## src/rtl/receiver_interface.sv

```systemverilog
// rtl/receiver_interface.sv - receive-side FIFO buffer with framing-error filter and status flags
module receiver_interface #(
  parameter int Word_Len = 8,
  parameter int Depth    = 16,
  parameter int Addr_Len = 4
) (
  input  logic                clk,
  input  logic                reset,
  input  logic [Word_Len-1:0] From_Receiver,
  input  logic                rx_valid,
  input  logic                rx_frame_err,
  input  logic                rd_en,
  input  logic                clr_ovf,
  output logic [Word_Len-1:0] rd_data,
  output logic                rd_valid,
  output logic                empty_led,
  output logic                filled_led,
  output logic                overflow,
  output logic [7:0]          err_count,
  output logic [Addr_Len:0]   level
);

  localparam logic [Addr_Len:0] LP_FULL = (Addr_Len+1)'(Depth);

  logic [Word_Len-1:0] r_mem [Depth];
  logic [Addr_Len-1:0] r_wp;
  logic [Addr_Len-1:0] r_rp;
  logic [Addr_Len:0]   r_level;
  logic                r_empty;
  logic                r_filled;
  logic [Word_Len-1:0] r_rd_data;
  logic                r_rd_valid;
  logic                r_overflow;
  logic [7:0]          r_err_count;

  logic                w_good;
  logic                w_wr;
  logic                w_drop;
  logic                w_rd;
  logic                w_err;
  logic [Addr_Len:0]   w_level_nxt;

  // Full/empty are judged on the pre-edge registered flags, so a same-edge
  // pop never makes room for a write and a write is never bypassed to a pop.
  assign w_good = rx_valid & ~rx_frame_err;
  assign w_wr   = w_good & ~r_filled;
  assign w_drop = w_good & r_filled;
  assign w_rd   = rd_en & ~r_empty;
  assign w_err  = rx_valid & rx_frame_err;

  always_comb begin
    w_level_nxt = r_level;
    case ({w_wr, w_rd})
      2'b10:   w_level_nxt = r_level + 1'b1;
      2'b01:   w_level_nxt = r_level - 1'b1;
      default: w_level_nxt = r_level;
    endcase
  end

  always_ff @(posedge clk) begin
    if (w_wr) begin
      r_mem[r_wp] <= From_Receiver;
    end
  end

  always_ff @(posedge clk or negedge reset) begin
    if (!reset) begin
      r_wp        <= '0;
      r_rp        <= '0;
      r_level     <= '0;
      r_empty     <= 1'b1;
      r_filled    <= 1'b0;
      r_rd_data   <= '0;
      r_rd_valid  <= 1'b0;
      r_overflow  <= 1'b0;
      r_err_count <= '0;
    end else begin
      if (w_wr) begin
        r_wp <= r_wp + 1'b1;
      end
      if (w_rd) begin
        r_rd_data <= r_mem[r_rp];
        r_rp      <= r_rp + 1'b1;
      end
      r_rd_valid <= w_rd;
      r_level    <= w_level_nxt;
      r_empty    <= (w_level_nxt == '0);
      r_filled   <= (w_level_nxt == LP_FULL);
      if (w_drop) begin
        r_overflow <= 1'b1;
      end else if (clr_ovf) begin
        r_overflow <= 1'b0;
      end
      if (w_err && (r_err_count != 8'hFF)) begin
        r_err_count <= r_err_count + 8'd1;
      end
    end
  end

  assign rd_data    = r_rd_data;
  assign rd_valid   = r_rd_valid;
  assign empty_led  = r_empty;
  assign filled_led = r_filled;
  assign overflow   = r_overflow;
  assign err_count  = r_err_count;
  assign level      = r_level;

endmodule
```

## config.mk

```make
export PLATFORM = sky130hd
export DESIGN_NAME = receiver_interface
export DESIGN_NICKNAME = d
export VERILOG_FILES = /design/src/rtl/receiver_interface.sv
export SDC_FILE = /design/constraint.sdc
export NUM_CORES = 1
export LEC_CHECK = 0
export BUFFER_PORTS_ARGS = -buffer_cell sky130_fd_sc_hd__clkbuf_2
export CAP_MARGIN = 25
export CORE_ASPECT_RATIO = 1.2
export CORE_MARGIN = 1
export CORE_UTILIZATION = 40
export DETAILED_ROUTE_END_ITERATION = 10
export SLEW_MARGIN = 30
export SYNTH_ARGS = -nofsm -noshare
export SYNTH_HDL_FRONTEND = slang
export SYNTH_SLANG_ARGS = --single-unit
```

## constraint.sdc

```tcl
create_clock -name clk -period 2.1 [get_ports clk]
set_input_delay 0.525 -clock clk [delete_from_list [all_inputs] [get_ports clk]]
set_output_delay 0.525 -clock clk [all_outputs]
set_load 0.02 [all_outputs]
```

==> results of run 1 <==
per-stage QoR:
step | power (µW) | util (%)
floorplan | 6594 | -
global placement | 7595 | 46.02
detailed placement | 7655 | 46.02
CTS | 10870 | 49.67
global route | 11550 | 50.02
finish | 11010 | 50.02
cell usage in the layout, fill, tap and decap left out, drive strengths merged, types with 2 or more instances in the layout:
master    count
buf          53
edfxtp      128
and3          3
nand3         2
inv           8
nor3b         4
nor2          8
a21oi         4
dfrtp        32
clkbuf       56
o21ai         4
nand2        11
xor2          5
mux2         12
clkinv        6
and2         17
nor3          4
nand4         5
nor2b         2
xnor2        14
bufinv        3
clkinvlp      3
mux4         40
ha            8
worst paths after layout:
kind                               from            to  slack (ns)  cells past startpoint
hold / removal                    reset  err_count[6]        0.13                      1
setup reg to reg             filled_led    filled_led       -0.06                     10
hold reg to reg            err_count[7]  err_count[7]        0.51                      1
min in group clk                clr_ovf      overflow        0.32                      2
setup / recovery             filled_led    filled_led       -0.06                     10
max in group asynchronous         reset       r_rp[0]        1.40                      2
power groups by stage:
| stage | Clock (µW) | Combinational, µW | Sequential, µW |
|---|---|---|---|
| 6_report | 3150 | 3550 | 4320 |
| 5_1_grt | 3350 | 3820 | 4380 |
| 4_1_cts | 3210 | 3360 | 4300 |
| 3_5_place_dp | 0 | 3300 | 4350 |
| 3_3_place_gp | 0 | 3250 | 4340 |
| 2_1_floorplan | 0 | 2210 | 4380 |
state kept, by name, summed over array words and instances (netlist names):
register	cells
empty_led	1
err_count	8
filled_led	1
level	5
overflow	1
r_mem	128
r_rp	4
r_wp	4
rd_data	8
rd_valid	1
per-layer routing:
layer,vias to the layer above,global-route usage [%],share of wire [%],wire length [µm]
met5,-,0,0,0
met4,0,6.908,1.5,206
met3,16,3.355,3.9,515
met2,81,27.96,51,6772
met1,1758,21.42,44,5797
li1,1508,-,-,-
area by class of cell:
cell class              count  area, µm²
well taps                 212      265.3
repair buffers             92      732.0
inverters                   5      18.77
clock buffers              17      425.4
clock inverters            15      185.2
flip-flops and latches    161       4672
multi-input cells         152       1841
fillers                  1372       8133
kinds of logic after synthesis:
logic type,count (synthesis)
and+or+nand+nor,57
muxes,53
DFF,161
xor gates and xnor gates,19
buffers and inverters,21
AOI/OAI and AO/OA,15
adders and majority gates,8
what timing repair did:
action                                  4_1_cts  5_1_grt
endpoints found under the setup margin        8       12
hold buffers                                  0        0
resized for setup                            12       20
setup buffers                                 1        2
pin swaps                                     4        2
cloned                                        0        1
==> results.yml, run 1 <==
synthesis:
  synth_top_area_share_pct: 57.77
  yosysMostFrequentCell: "edfxtp_1"
  synth_edf_count: 128
  postSynthAreaPerCell_um2: 19.92
  yosys.area_share.simple_pct: 4.945
  synth_top_family_by_area: "multiplexers"
  yosys_warnings: 0
  synth_area_leaders: "edfxtp_1 58%, dfrtp_1 12%, mux4_1 7.5%, mux4_2 7.1%, mux2_4 1.8%"
  synth_area_leader_cell: "edfxtp_1"
  synth_compound_area_share_pct: 1.636
  synth.distinct_cells: 42
  yosys_register_bits: 161
  synth-seq-area-share_pct: 70.20
  synth_common_cells: "128 x edfxtp_1, 32 x dfrtp_1, 21 x mux4_2, 19 x mux4_1, 17 x and2_1"
  synthArstFlopShare_pct: 20.50
  syn_area_um2: 6654
  muxShareOfSynthArea_pct: 17.24
  synth_fp_nets: 356
  synth-xor-area-share_pct: 2.614
  yosys.area_share.adder_pct: 1.504
  ys.flop_type: "edfxtp_1"
  syn-instance-count: 334
drt:
  drt_wl_total_um: 13290
  ant_nets: 0
  vias_per_cell: 5.142
  drtPass1Iterations: 5
  drc: 0
  wire_per_inst_um: 20.32
  vias: 3363
  drtIter0Drc: 194
sta:
  period_needed_ns: 2.155
  max_freq_mhz: 464.0
  hold_viol: 0
  finalWorstSetupSlack_ns: -0.05511
  setup_viol: 6
  maxSlewHeadroom_pct: 54.49
  fin_tns_setup_ns: -0.1287
  maxSlewViolCount: 0
  rsz0062_at_grt: "true"
  fin_crit_sh_pct: 102.6
  fin_skew_ns: 0.007557
  worst_slew_pin_slew_ns: 0.6826
  hold-worst-slack_ns: 0.1282
pwr:
  p_int_uw: 7664
  power_frac_comb_pct: 32.2
  max-vdd-ir-drop_mv: 0.5539
  p_clk_share_pct: 28.6
  p_sw_share_pct: 30.41
  power_frac_seq_pct: 39.2
  p_leak_uw: 0.002989
  switchingPower_uw: 3350
  power_density_nw_per_um2: 1353
critical_path:
  arrival_ns: 2.51
  crit_chain: "nor3b_4 > inv_2 > and2_4 > xor2_1 > ha_2 > nand3_1 > a21oi_2 > o221ai_2 > xnor2_2 > nor3b_2"
  cp_max_fo: 4
  cp_slowest_cell: "dfrtp_1"
  max_stage_delay_ns: 0.42
  cp_top_family: "simple AND/OR/NAND/NOR gates"
  worstSetupPathType: "register to register"
  cp_num_buf_inv: 1
  cp-end-kind: "register"
  start_kind: "register"
  cp_data_required_time_ns: 2.45
die:
  design.core.area_um2: 16270
  die_w_um: 119.7
  io_pins: 39
  initial_core_util_pct: 40.89
  dieArea_um2: 17160
  placementRows: 51
  die_h_um: 143.3
flow_run:
  drv_cap: 0
global_routing:
  gr-usage-all-layers_pct: 16.76
  first_global_vias: 3541
  antenna_found_initial: 0
  grt_max_degree: 36
  grt_pass1_wl_um: 20520
  overflow: 0
final_layout:
  final_nets: 451
  final_cells: 654
  finalInstanceArea_um2: 8139
  areaGrowthSynthToFinish_pct: 22.32
  drive_gt1_share_pct: 43.89
  num_antenna_cells: 0
run_status:
  outcome: "complete, but fails checks"
  violations: "negative setup slack"
clock_network:
  cts.sinks: 161
  clockRootBuffer: "clkbuf_16"
  cts_made_buffers: 17
  path_clk_slew_ns: 0.06
  cts_tree: "yes"
  clkLatencyLatePin_ns: 0.43
  cts_buffer_depth: 2
  h-tree-depth: 4
place:
  dp_hpwl_um: 8865
  gp_congestion: 0.8130
  pre_cts_ws_ns: -0.2347
  place_area_um2: 7488
  dp_cells: 618
  port_buffers: 38
hold_path:
  holdCritPathClass: "primary input to asynchronous set/reset pin"
(Power assumes the default switching activity.)
==> inputs of run 2 (changes only) <==
CORE_ASPECT_RATIO = 1.25   (was 1.2)
==> results.yml, run 2 (same netlist as run 1, synthesis figures left out) <==
place:
  pre_cts_ws_ns: -0.2085
  port_buffers: 38
  gp_congestion: 0.7426
  place_area_um2: 7501
  dp_hpwl_um: 8844
drt:
  vias: 3338
  vias_per_cell: 5.096
  drtPass1Iterations: 4
  wire_per_inst_um: 20.71
  drc: 0
  drtIter0Drc: 182
  ant_nets: 0
  drt_wl_total_um: 13560
pwr:
  p_int_uw: 7545
  p_leak_uw: 0.002988
  switchingPower_uw: 3231
  power_frac_comb_pct: 32.8
  power_frac_seq_pct: 39.8
  max-vdd-ir-drop_mv: 0.5934
  p_clk_share_pct: 27.3
  p_sw_share_pct: 29.98
  power_density_nw_per_um2: 1322
sta:
  worst_slew_pin_slew_ns: 0.5756
  maxSlewViolCount: 0
  fin_skew_ns: 0.008726
  hold_viol: 0
  fin_crit_sh_pct: 100.0
  period_needed_ns: 2.100
  rsz0062_at_grt: "true"
  finalWorstSetupSlack_ns: -0.0002660
  maxSlewHeadroom_pct: 61.63
  setup_viol: 1
  max_freq_mhz: 476.1
final_layout:
  final_common_cell: "edfxtp_1"
  areaGrowthSynthToFinish_pct: 22.55
  drive_gt1_share_pct: 41.46
  num_antenna_cells: 0
  finalInstanceArea_um2: 8154
  largest_reg_flops: 128
  final_nets: 449
  regMostFlops: "r_mem"
  final_cell_mix: "128 x edfxtp_1, 38 x clkbuf_2, 38 x buf_4, 33 x mux4_2, 31 x dfrtp_1"
clock_network:
  cts.sinks: 161
  cts_made_buffers: 17
  cts_buffer_depth: 2
  cts_tree: "yes"
  clkLatencyLatePin_ns: 0.42
  h-tree-depth: 4
  holdBufCountCts: 0
  clockRootBuffer: "clkbuf_16"
  path_clk_slew_ns: 0.06
global_routing:
  overflow: 0
  grt_pass1_wl_um: 21330
  grt_max_degree: 36
  antenna_found_initial: 0
  first_global_vias: 3572
  gr-usage-all-layers_pct: 17.22
critical_path:
  ff2ff_setup_slack_ns: -0.0003
  start_kind: "register"
  cp_slowest_cell: "dfrtp_1"
  rr_startpoint: "filled_led"
  rr_endpoint: "empty_led"
  worstRegToRegCells: 10
  arrival_ns: 2.44
  cp_max_fo: 4
  cp-end-kind: "register"
  worstSetupPathType: "register to register"
  cp_data_required_time_ns: 2.44
  crit_chain: "nor3b_4 > inv_2 > and2_4 > xor2_2 > ha_2 > a21oi_2 > xnor2_2 > mux2i_1 > o21ai_1 > nor3_1"
  cp_top_family: "simple AND/OR/NAND/NOR gates"
  cp_num_buf_inv: 1
  max_stage_delay_ns: 0.42
die:
  initial_core_util_pct: 41.07
  io_pins: 39
  die_w_um: 117.4
  die_h_um: 146.2
  design.core.area_um2: 16200
  placementRows: 52
  dieArea_um2: 17160
hold_path:
  holdCritPathClass: "primary input to asynchronous set/reset pin"
flow_run:
  drv_cap: 0
run_status:
  outcome: "complete, but fails checks"
  violations: "negative setup slack"
## run 2: cell types whose count changed in the layout (fill, tap and decap cells not counted), moves of 2 or more
cell        change
buf_16          +2
buf_8           -2
clkinvlp_4      +2
buf_12          +4
clkinv_4        -3
buf_4           -4
mux4_1          +6
mux4_2          -6
## run 2: stage by stage
stage	utilization [%]	TNS (ns)	instances	power (µW)	hold WS [ns]
floorplan	-	-0.7107	334	6594	0.2294
global placement	46.30	-0.4272	618	7573	0.4907
detailed placement	46.30	-0.5651	618	7615	0.5019
CTS	50.22	-0.009431	654	10810	0.07533
global route	50.33	-0.2964	655	11310	0.09976
finish	50.33	-0.0002660	655	10780	0.06889
## run 2: power groups by stage
stage / Combinational [µW] / Clock [µW] / Sequential (µW)
3_3_place_gp: 3250 / 0 / 4320
5_1_grt: 3830 / 3130 / 4350
2_1_floorplan: 2210 / 0 / 4380
4_1_cts: 3520 / 3000 / 4290
3_5_place_dp: 3270 / 0 / 4340
6_report: 3540 / 2940 / 4290
## run 2: cell type report
type	instances	area [µm²]
fillers	1326	8046
flip-flops and latches	161	4672
multi-input cells	152	1856
repair buffers	90	770.7
clock buffers	17	425.4
well taps	216	270.3
clock inverters	14	141.4
inverters	5	18.77
## run 2: what timing repair did
item                       CTS  global route
resized for setup            8            12
gates cloned                 2             0
pin swaps                    4             4
setup endpoints to repair    7            10
buffers inserted             3             1
## run 2: worst max path at each step
stage / from / end / slack (ns) / cells past startpoint
floorplan: rx_valid / filled_led / -0.28 / 11
global placement: rx_frame_err / filled_led / -0.19 / 11
detailed placement: rx_frame_err / filled_led / -0.21 / 11
CTS: r_rp[0] / rd_data[4] / -0.009 / 4
global route: filled_led / empty_led / -0.13 / 10
finish: filled_led / empty_led / -0.0003 / 10
## run 2: layer usage
metal,global-route usage [%],share of wire (%),vias up
met3,3.789,3.5,15
met1,21.44,43,1739
met2,29.47,52,75
met4,6.234,1.5,0
li1,-,-,1509
met5,0,0,-
